[config.mk]
export PLATFORM = sky130hd
export DESIGN_NAME = mutation_pipe
export DESIGN_NICKNAME = d
export VERILOG_FILES = /design/src/rtl/mutation_pipe.sv
export SDC_FILE = /design/constraint.sdc
export NUM_CORES = 1
export LEC_CHECK = 0
export ABC_AREA = 1
export BUFFER_PORTS_ARGS = -buffer_cell sky130_fd_sc_hd__buf_2
export CAP_MARGIN = 5
export CORE_MARGIN = 10
export CORE_UTILIZATION = 50
export CTS_CLUSTER_SIZE = 24
export DETAILED_ROUTE_END_ITERATION = 16
export GPL_TIMING_DRIVEN = 0
export PLACE_DENSITY = 0.71
export SETUP_SLACK_MARGIN = 0.05
export SLEW_MARGIN = 25
export SYNTH_ARGS = -nofsm -noshare
export SYNTH_HDL_FRONTEND = slang
export SYNTH_SLANG_ARGS = --single-unit
[constraint.sdc]
create_clock -name clk -period 6.9 [get_ports clk]
set_input_delay 1.38 -clock clk [delete_from_list [all_inputs] [get_ports clk]]
set_output_delay 1.38 -clock clk [all_outputs]
set_load 0.1 [all_outputs]
[src/rtl/mutation_pipe.sv]
// mutation_pipe: per-bit random mutation stage for N_CHILD genomes of
// GENE_W bits. Each accepted transaction flips bit f when mut_en is set and
// its RATE_W-bit draw from a bank of 32-bit Galois LFSRs is below mut_rate.
// The result is registered with a one-cycle latency behind a valid/ready
// handshake. Per-result and saturating cumulative flip counts are kept.
//
// Ports:
//   clk           clock
//   reset         synchronous active-low reset
//   in_valid      input transaction valid
//   in_ready      block can accept input
//   in_children   packed children, child c at [c*GENE_W +: GENE_W]
//   mut_rate      flip threshold, sampled on accept
//   mut_en        0 = pass-through, sampled on accept
//   out_valid     result valid
//   out_ready     downstream accepts result
//   out_children  mutated children, same packing
//   flip_count    number of bits flipped in the presented result
//   total_flips   saturating cumulative flips since reset/clear
//   stats_clr     synchronous clear of total_flips
module mutation_pipe #(
  parameter int          GENE_W  = 8,
  parameter int          N_CHILD = 2,
  parameter int          RATE_W  = 8,
  parameter logic [31:0] SEED    = 32'hA1EF_CDE5,
  parameter int          CNT_W   = 32,
  localparam int         NB      = N_CHILD * GENE_W,
  localparam int         FC_W    = $clog2(NB + 1)
) (
  input  logic              clk,
  input  logic              reset,
  input  logic              in_valid,
  output logic              in_ready,
  input  logic [NB-1:0]     in_children,
  input  logic [RATE_W-1:0] mut_rate,
  input  logic              mut_en,
  output logic              out_valid,
  input  logic              out_ready,
  output logic [NB-1:0]     out_children,
  output logic [FC_W-1:0]   flip_count,
  output logic [CNT_W-1:0]  total_flips,
  input  logic              stats_clr
);

  localparam int          NL        = (NB * RATE_W + 31) / 32;
  localparam int          SUM_W     = ((CNT_W > FC_W) ? CNT_W : FC_W) + 1;
  localparam logic [31:0] POLY      = 32'h8020_0003;
  localparam logic [31:0] SEED_STEP = 32'h1248_8421;
  localparam logic [SUM_W-1:0] TOT_MAX = SUM_W'({CNT_W{1'b1}});

  // An all-zero state would lock the LFSR, so a zero seed becomes 1.
  function automatic logic [31:0] lfsr_seed(input int k);
    logic [31:0] s;
    s = SEED + SEED_STEP * 32'(k);
    return (s == 32'h0) ? 32'h1 : s;
  endfunction

  logic [NL*32-1:0] lfsr;
  logic [NL*32-1:0] lfsr_nxt;
  logic [NB-1:0]    mask;
  logic [FC_W-1:0]  fc_nxt;
  logic [SUM_W-1:0] sum;
  logic             accept;

  assign in_ready = !out_valid || out_ready;
  assign accept   = in_valid && in_ready;

  // Draws come from the pre-advance LFSR states, LFSR 0 in the LSBs.
  always_comb begin
    mask   = '0;
    fc_nxt = '0;
    for (int f = 0; f < NB; f++) begin
      mask[f] = mut_en && (lfsr[f*RATE_W +: RATE_W] < mut_rate);
      fc_nxt  = fc_nxt + FC_W'(mask[f]);
    end
  end

  always_comb begin
    lfsr_nxt = lfsr;
    for (int k = 0; k < NL; k++) begin
      lfsr_nxt[k*32 +: 32] = {1'b0, lfsr[k*32+1 +: 31]} ^ (lfsr[k*32] ? POLY : 32'h0);
    end
  end

  // One spare bit so the saturation compare sees the carry.
  assign sum = SUM_W'(total_flips) + SUM_W'(fc_nxt);

  always_ff @(posedge clk) begin
    if (!reset) begin
      out_valid    <= 1'b0;
      out_children <= '0;
      flip_count   <= '0;
      total_flips  <= '0;
      for (int k = 0; k < NL; k++) begin
        lfsr[k*32 +: 32] <= lfsr_seed(k);
      end
    end else begin
      if (accept) begin
        out_valid    <= 1'b1;
        out_children <= in_children ^ mask;
        flip_count   <= fc_nxt;
        lfsr         <= lfsr_nxt;
      end else if (out_ready) begin
        out_valid <= 1'b0;
      end

      if (stats_clr) begin
        total_flips <= '0;
      end else if (accept) begin
        total_flips <= (sum > TOT_MAX) ? TOT_MAX[CNT_W-1:0] : sum[CNT_W-1:0];
      end
    end
  end

endmodule

==> impl_metrics.toml, run 1 <==
[sta]
fin_ws_ns = 0.179
clock.fmax_mhz = 149
min_period_ns = 6.72
slew-limit-headroom_pct = 33.4
period_share_pct = 97.4
rsz0062_at_grt = "no"
skew_ns = 0.0124
worstMarginPinSlew_ns = 0.998
finalHoldViolations = 0
report.final.slew_viol_count = 0
finalSetupViolCount = 0

[logic_synthesis]
yosysTopAreaCellShare_pct = 33.3
synth_edf_count = 0
synth_area_leaders = "dfxtp_1 (33%), ha_1 (14%), nand2_1 (14%), nor2_1 (7.6%), nand3_1 (5.5%)"
async_reset_ff_share_pct = 0
synth_fp_nets = 1741
synth_common_cells = "nand2_1 (398), nor2_1 (221), dfxtp_1 (182), inv_1 (157), ha_1 (122)"
synth-simple-area-share_pct = 30.0
synth_compound_area_share_pct = 11.4
synth_seq_cells = 182
synthFlopType = "dfxtp_1"
synth_top_family_by_area = "simple AND/OR/NAND/NOR gates"
yosysWarnings = 0
yosys.area.top_type = "dfxtp_1"
yosysSeqAreaShare_pct = 33.3
yosysMostFrequentCell = "nand2_1"
synth.area.mux_share_pct = 0
synth_cell_types = 30
synthCells = 1578
synthesis.area_um2 = 10900
synth_xor_area_share_pct = 1.28
synth.avg_cell_area_um2 = 6.93
synth_adder_area_share_pct = 16.0

[grt]
grt_pass1_wl_um = 55300
grt_use_total_pct = 24.4
first_global_vias = 10300
grt_max_degree = 17
antenna_found_initial = 0
grt_overflow = 0

[route]
wl_per_cell_um = 18.0
via_per_inst = 5.53
wl_um = 36300
antenna_left = 0
drt_pass1_iterations = 6
route.vias.total = 11200
drc = 0
drt_iter0_drc = 997

[setup_path]
critPathArrivalTime_ns = 7.10
worst_setup_path_end_kind = "flop"
timing.critical_path.buf_inv = 11
cp_data_required_time_ns = 7.28
start_kind = "input pin"
crit_slowest_cell = "fa_1"
slowest_delay_ns = 0.61
cp_max_fo = 6
path_class = "input pin to flop"
critical-path-top-delay-family = "adder cells"
timing.critical_path.mode_cell = "inv_2"

[finish]
nNetsFinal = 1890
antenna_cells = 0
drive_gt1_share_pct = 14.2
post-route-util_pct = 60.0
area_growth_pct = 19.0
fin_cells = 2020
final_area_um2 = 13000

[clock_tree]
cts_max_level = 4
cts_tree = "built"
cts-hold-fix-buffers = 0
cts-root-buf = "clkbuf_16"
cts.clk_slew.worst_paths_ns = 0.07
clock_path_buffers = 2
cts-buffers-inserted = 17
clock_sink_count = 182
clock_latency_ns = 0.44

[worst_hold_path]
hold_path_class = "flop to flop"

[run_status]
status = "complete, no violations"

[floorplan]
initial_core_util_pct = 50.4
die-area_um2 = 28200
die_w_um = 168
coreArea_um2 = 21700
die_y_um = 168
rows = 54
ios = 85

[place]
dp.cells = 1940
place_ws_ns = -1.10
gp_congestion = 0.957
place_hpwl_um = 24700
io_buffers = 82
place_area_um2 = 11700

[power_and_ir_drop]
p_leak_uw = 0.00642
power_density_nw_per_um2 = 268
irDropWorstVdd_uv = 253
power_uw = 3490

[run]
cap_violations = 0
[kinds of logic (layout without fill, tap and decap cells)]
| family | Yosys count | after routing |
|---|---|---|
| AND/OR/NAND/NOR | 790 | 790 |
| adder cells (fa/ha/maj) | 133 | 133 |
| AO/OA/AOI/OAI | 231 | 231 |
| flip-flops | 182 | 182 |
| buffers and inverters | 226 | 388 |
| XOR/XNOR | 16 | 16 |
[power by group]
group | switching, uW | internal, uW | leakage, uW
Sequential | 79.3 | 1140 | 0.00151
Combinational | 846 | 457 | 0.00465
Clock | 439 | 527 | 0.000261
Total | 1360 | 2130 | 0.00642
[worst reg2reg max path: stages (launching register included)]
cell	delay (ns)
dfxtp_1	0.35
ha_1	0.31
nand2_1	0.07
o21a_1	0.24
nand3_2	0.10
inv_2	0.05
fa_1	0.61
inv_1	0.08
fa_1	0.48
fa_1	0.57
inv_2	0.05
fa_1	0.49
ha_2	0.19
inv_2	0.04
fa_2	0.50
fa_2	0.40
inv_2	0.07
nand2_1	0.08
a21oi_2	0.20
nand2_2	0.10
nand2_4	0.12
nand4_4	0.14
clkinv_4	0.12
buf_8	0.13
nor2_1	0.05
nor2_1	0.08
[placed cells by master (no fill, tap or decap), drive strengths merged]
cell type  count
nand2        400
nor2         228
dfxtp        182
inv          155
buf          146
ha           122
nand3        121
o21ai        101
a21oi         93
clkbuf        70
nand4         22
o21a          16
o211ai        14
clkinvlp      13
nand3b        13
xnor2         11
fa            11
a31oi          5
xor2           5
and2           4
clkinv         3
a211oi         2
nor3b          1
nor3           1
bufinv         1
[through the flow]
stage	hold slack (ns)	TNS, ns
final	0.486	0
after global routing	0.514	0
after CTS	0.483	0
after detailed placement	0.468	-32.22
after global placement	0.460	-30.49
after floorplan	0.449	0
[layout make-up]
cell class,instances,area [um2]
inverters,162,639
fillers,2016,8670
repair buffers,130,896
clock buffers,22,474
plain buffers,64,275
clock inverters,10,97.6
multi-input cells,1170,6650
flip-flops and latches,182,3640
well taps,280,350
[what timing repair did]
| item | in CTS | in global routing |
|---|---|---|
| setup endpoints to repair | 32 | 32 |
| pin swaps | 0 | 20 |
| cloned | 0 | 3 |
| gates resized for setup | 14 | 65 |
| buffers inserted | 29 | 16 |
| endpoints found under the hold margin | 0 | 0 |
[layer usage]
layer	track usage, %	vias to the layer above	share of wire (%)
li1	-	5420	-
met2	39.6	470	46
met1	31.5	5203	42
met3	4.63	78	8.6
met5	0	-	0
met4	8.89	0	3.4
[final timing paths]
path         slack (ns)  cells after the start             startpoint                           end
min reg2reg        0.49                      2  lfsr[56]$_SDFFE_PN0P_         lfsr[56]$_SDFFE_PN0P_
max reg2reg        1.20                     25  lfsr[31]$_SDFFE_PN1P_  total_flips[23]$_SDFFE_PP0P_
max                0.18                     31            mut_rate[2]  total_flips[23]$_SDFFE_PP0P_
min                0.49                      2  lfsr[56]$_SDFFE_PN0P_         lfsr[56]$_SDFFE_PN0P_
[flip-flops by register name, indices dropped and copies added (netlist names)]
signal and count:
lfsr 128, total_flips 32, out_children 16, flip_count 5, out_valid 1
No activity file was read; power rests on OpenSTA's default activity.
==> inputs of run 2 (changes only) <==
--- a/config.mk
+++ b/config.mk
@@ -13,8 +13,9 @@
 export CTS_CLUSTER_SIZE = 24
 export DETAILED_ROUTE_END_ITERATION = 16
 export GPL_TIMING_DRIVEN = 0
-export PLACE_DENSITY = 0.71
+export PLACE_DENSITY = 0.68
 export SETUP_SLACK_MARGIN = 0.05
+export SKIP_LAST_GASP = 1
 export SLEW_MARGIN = 25
 export SYNTH_ARGS = -nofsm -noshare
 export SYNTH_HDL_FRONTEND = slang
==> constraint.sdc (replaced) <==
create_clock -name clk -period 8.3 [get_ports clk]
set_input_delay 1.66 -clock clk [delete_from_list [all_inputs] [get_ports clk]]
set_output_delay 1.66 -clock clk [all_outputs]
set_load 0.1 [all_outputs]
==> run 2 against run 1 <==
Against the previous run:
- count of clock-buffer cells in the layout shrank 5
- cell count fell by 2.4%
- sequential cell count did not move
- combinational power is 29% lower
- largest power group is now sequential cells
==> impl_metrics.toml, run 2 (same netlist as run 1, synthesis figures left out) <==
[finish]
final_common_cell = "nand2_1"
area_growth_pct = 12.0
regMostFlops = "lfsr"
final_cell_mix = "nand2_1 (398), nor2_1 (221), dfxtp_1 (182), inv_1 (157), ha_1 (122)"
drive_gt1_share_pct = 8.45
nNetsFinal = 1842
top_regs = "lfsr (128), total_flips (32), out_children (16)"
antenna_cells = 0
largest_register_ff_count = 128

[route]
wl_um = 33600
drt_iter0_drc = 935
via_per_inst = 5.42
route.vias.total = 10700
drc = 0
antenna_left = 0
wl_per_cell_um = 17.1
drt_pass1_iterations = 5

[setup_path]
start_kind = "input pin"
path_class = "input pin to flop"
worst_setup_path_end_kind = "flop"
cp_data_required_time_ns = 8.68
critPathArrivalTime_ns = 8.15
cp_max_fo = 16

[sta]
finalSetupViolCount = 0
worstMarginPinSlew_ns = 1.04
finalHoldViolations = 0
hold_slack_ns = 0.485
report.final.slew_viol_count = 0
finalSetupTns_ns = 0
period_share_pct = 93.6
rsz0062_at_grt = "no"
slew-limit-headroom_pct = 30.6
skew_ns = 0.0103
clock.fmax_mhz = 129
min_period_ns = 7.77

[clock_tree]
cts.clk_slew.worst_paths_ns = 0.07
clock_latency_ns = 0.45
post_cts_resized = 0
cts_max_level = 4
cts-hold-fix-buffers = 0
cts-root-buf = "clkbuf_16"
cts-buffers-inserted = 17
clock_path_buffers = 2
clock_sink_count = 182
cts_setup_buffers = 0
cts_tree = "built"

[floorplan]
rows = 54
die-area_um2 = 28200
coreArea_um2 = 21700
die_y_um = 168
initial_core_util_pct = 50.4
die_w_um = 168
ios = 85

[power_and_ir_drop]
p_leak_uw = 0.00615
power_density_nw_per_um2 = 223
irDropWorstVdd_uv = 182

[place]
gp_congestion = 0.956
place_hpwl_um = 24400
io_buffers = 82

[run]
cap_violations = 0

[grt]
grt_pass1_wl_um = 53800
grt_max_degree = 17
grt_use_total_pct = 23.7
antenna_found_initial = 0
grt_overflow = 0
first_global_vias = 10100

[run_status]
status = "complete, no violations"

[worst_hold_path]
hold_path_class = "flop to flop"
==> run 2: cell count changes in the layout (fill, tap and decap cells not counted), sizes merged <==
cell	before	now
buf	146	102
clkinvlp	13	1
clkbuf	70	61
inv	155	165
clkinv	3	10
==> run 2: layout make-up <==
| class | instances | area, um2 |
|---|---|---|
| multi-input cells | 1170 | 6420 |
| clock buffers | 17 | 425 |
| fillers | 2112 | 9430 |
| plain buffers | 64 | 268 |
| flip-flops and latches | 182 | 3640 |
| inverters | 162 | 613 |
| repair buffers | 82 | 410 |
| well taps | 280 | 350 |
| clock inverters | 15 | 129 |
==> run 2: power by group <==
group / switching (uW) / leakage [uW] / internal (uW)
logic: 635 / 0.00436 / 292
clock network: 377 / 0.000278 / 415
registers: 63.9 / 0.00151 / 950
total: 1080 / 0.00615 / 1660
==> run 2: through the flow <==
step	power, uW	area [um2]	instances	worst slack [ns]	util [%]
2_1_floorplan	1720	10900	1578	1.32	-
3_3_place_gp	1930	11700	1940	0.119	54.0
3_5_place_dp	1950	11700	1940	0.103	54.0
4_1_cts	2730	12300	1972	0.546	56.5
5_1_grt	2900	12300	1972	0.135	56.5
6_report	2730	12300	1972	0.533	56.5
==> run 2: final timing paths <==
| check | end | slack, ns | from | cells after the start |
|---|---|---|---|---|
| max | total_flips[25]$_SDFFE_PP0P_ | 0.53 | mut_rate[5] | 27 |
| min | lfsr[80]$_SDFFE_PN0P_ | 0.49 | lfsr[80]$_SDFFE_PN0P_ | 2 |
| max reg2reg | total_flips[25]$_SDFFE_PP0P_ | 2.27 | lfsr[7]$_SDFFE_PN1P_ | 25 |
| min reg2reg | lfsr[80]$_SDFFE_PN0P_ | 0.49 | lfsr[80]$_SDFFE_PN0P_ | 2 |
==> run 2: per-layer routing <==
metal / part of all wire, % / vias up / global-route usage [%]
li1: - / 5324 / -
met1: 44 / 4938 / 30.8
met2: 46 / 372 / 38.1
met3: 7.1 / 64 / 4.07
met4: 3.1 / 0 / 9.31
met5: 0 / - / 0
==> run 2: worst max-delay path, cell delays in order <==
cell and delay [ns]:
buf_2 0.09, inv_1 0.72, ha_1 0.39, a21oi_1 0.17, o21a_1 0.17, nand3_1 0.13, inv_1 0.16, fa_1 0.42
fa_1 0.51, inv_1 0.06, fa_1 0.53, inv_1 0.05, fa_1 0.54, ha_1 0.17, inv_1 0.05, fa_1 0.53
fa_1 0.47, inv_1 0.12, nand2_1 0.09, a21oi_2 0.17, nand2_1 0.10, nand2_2 0.16, nand4_4 0.23, clkinv_4 0.14
buf_6 0.16, nor2_1 0.07, nor2_2 0.07
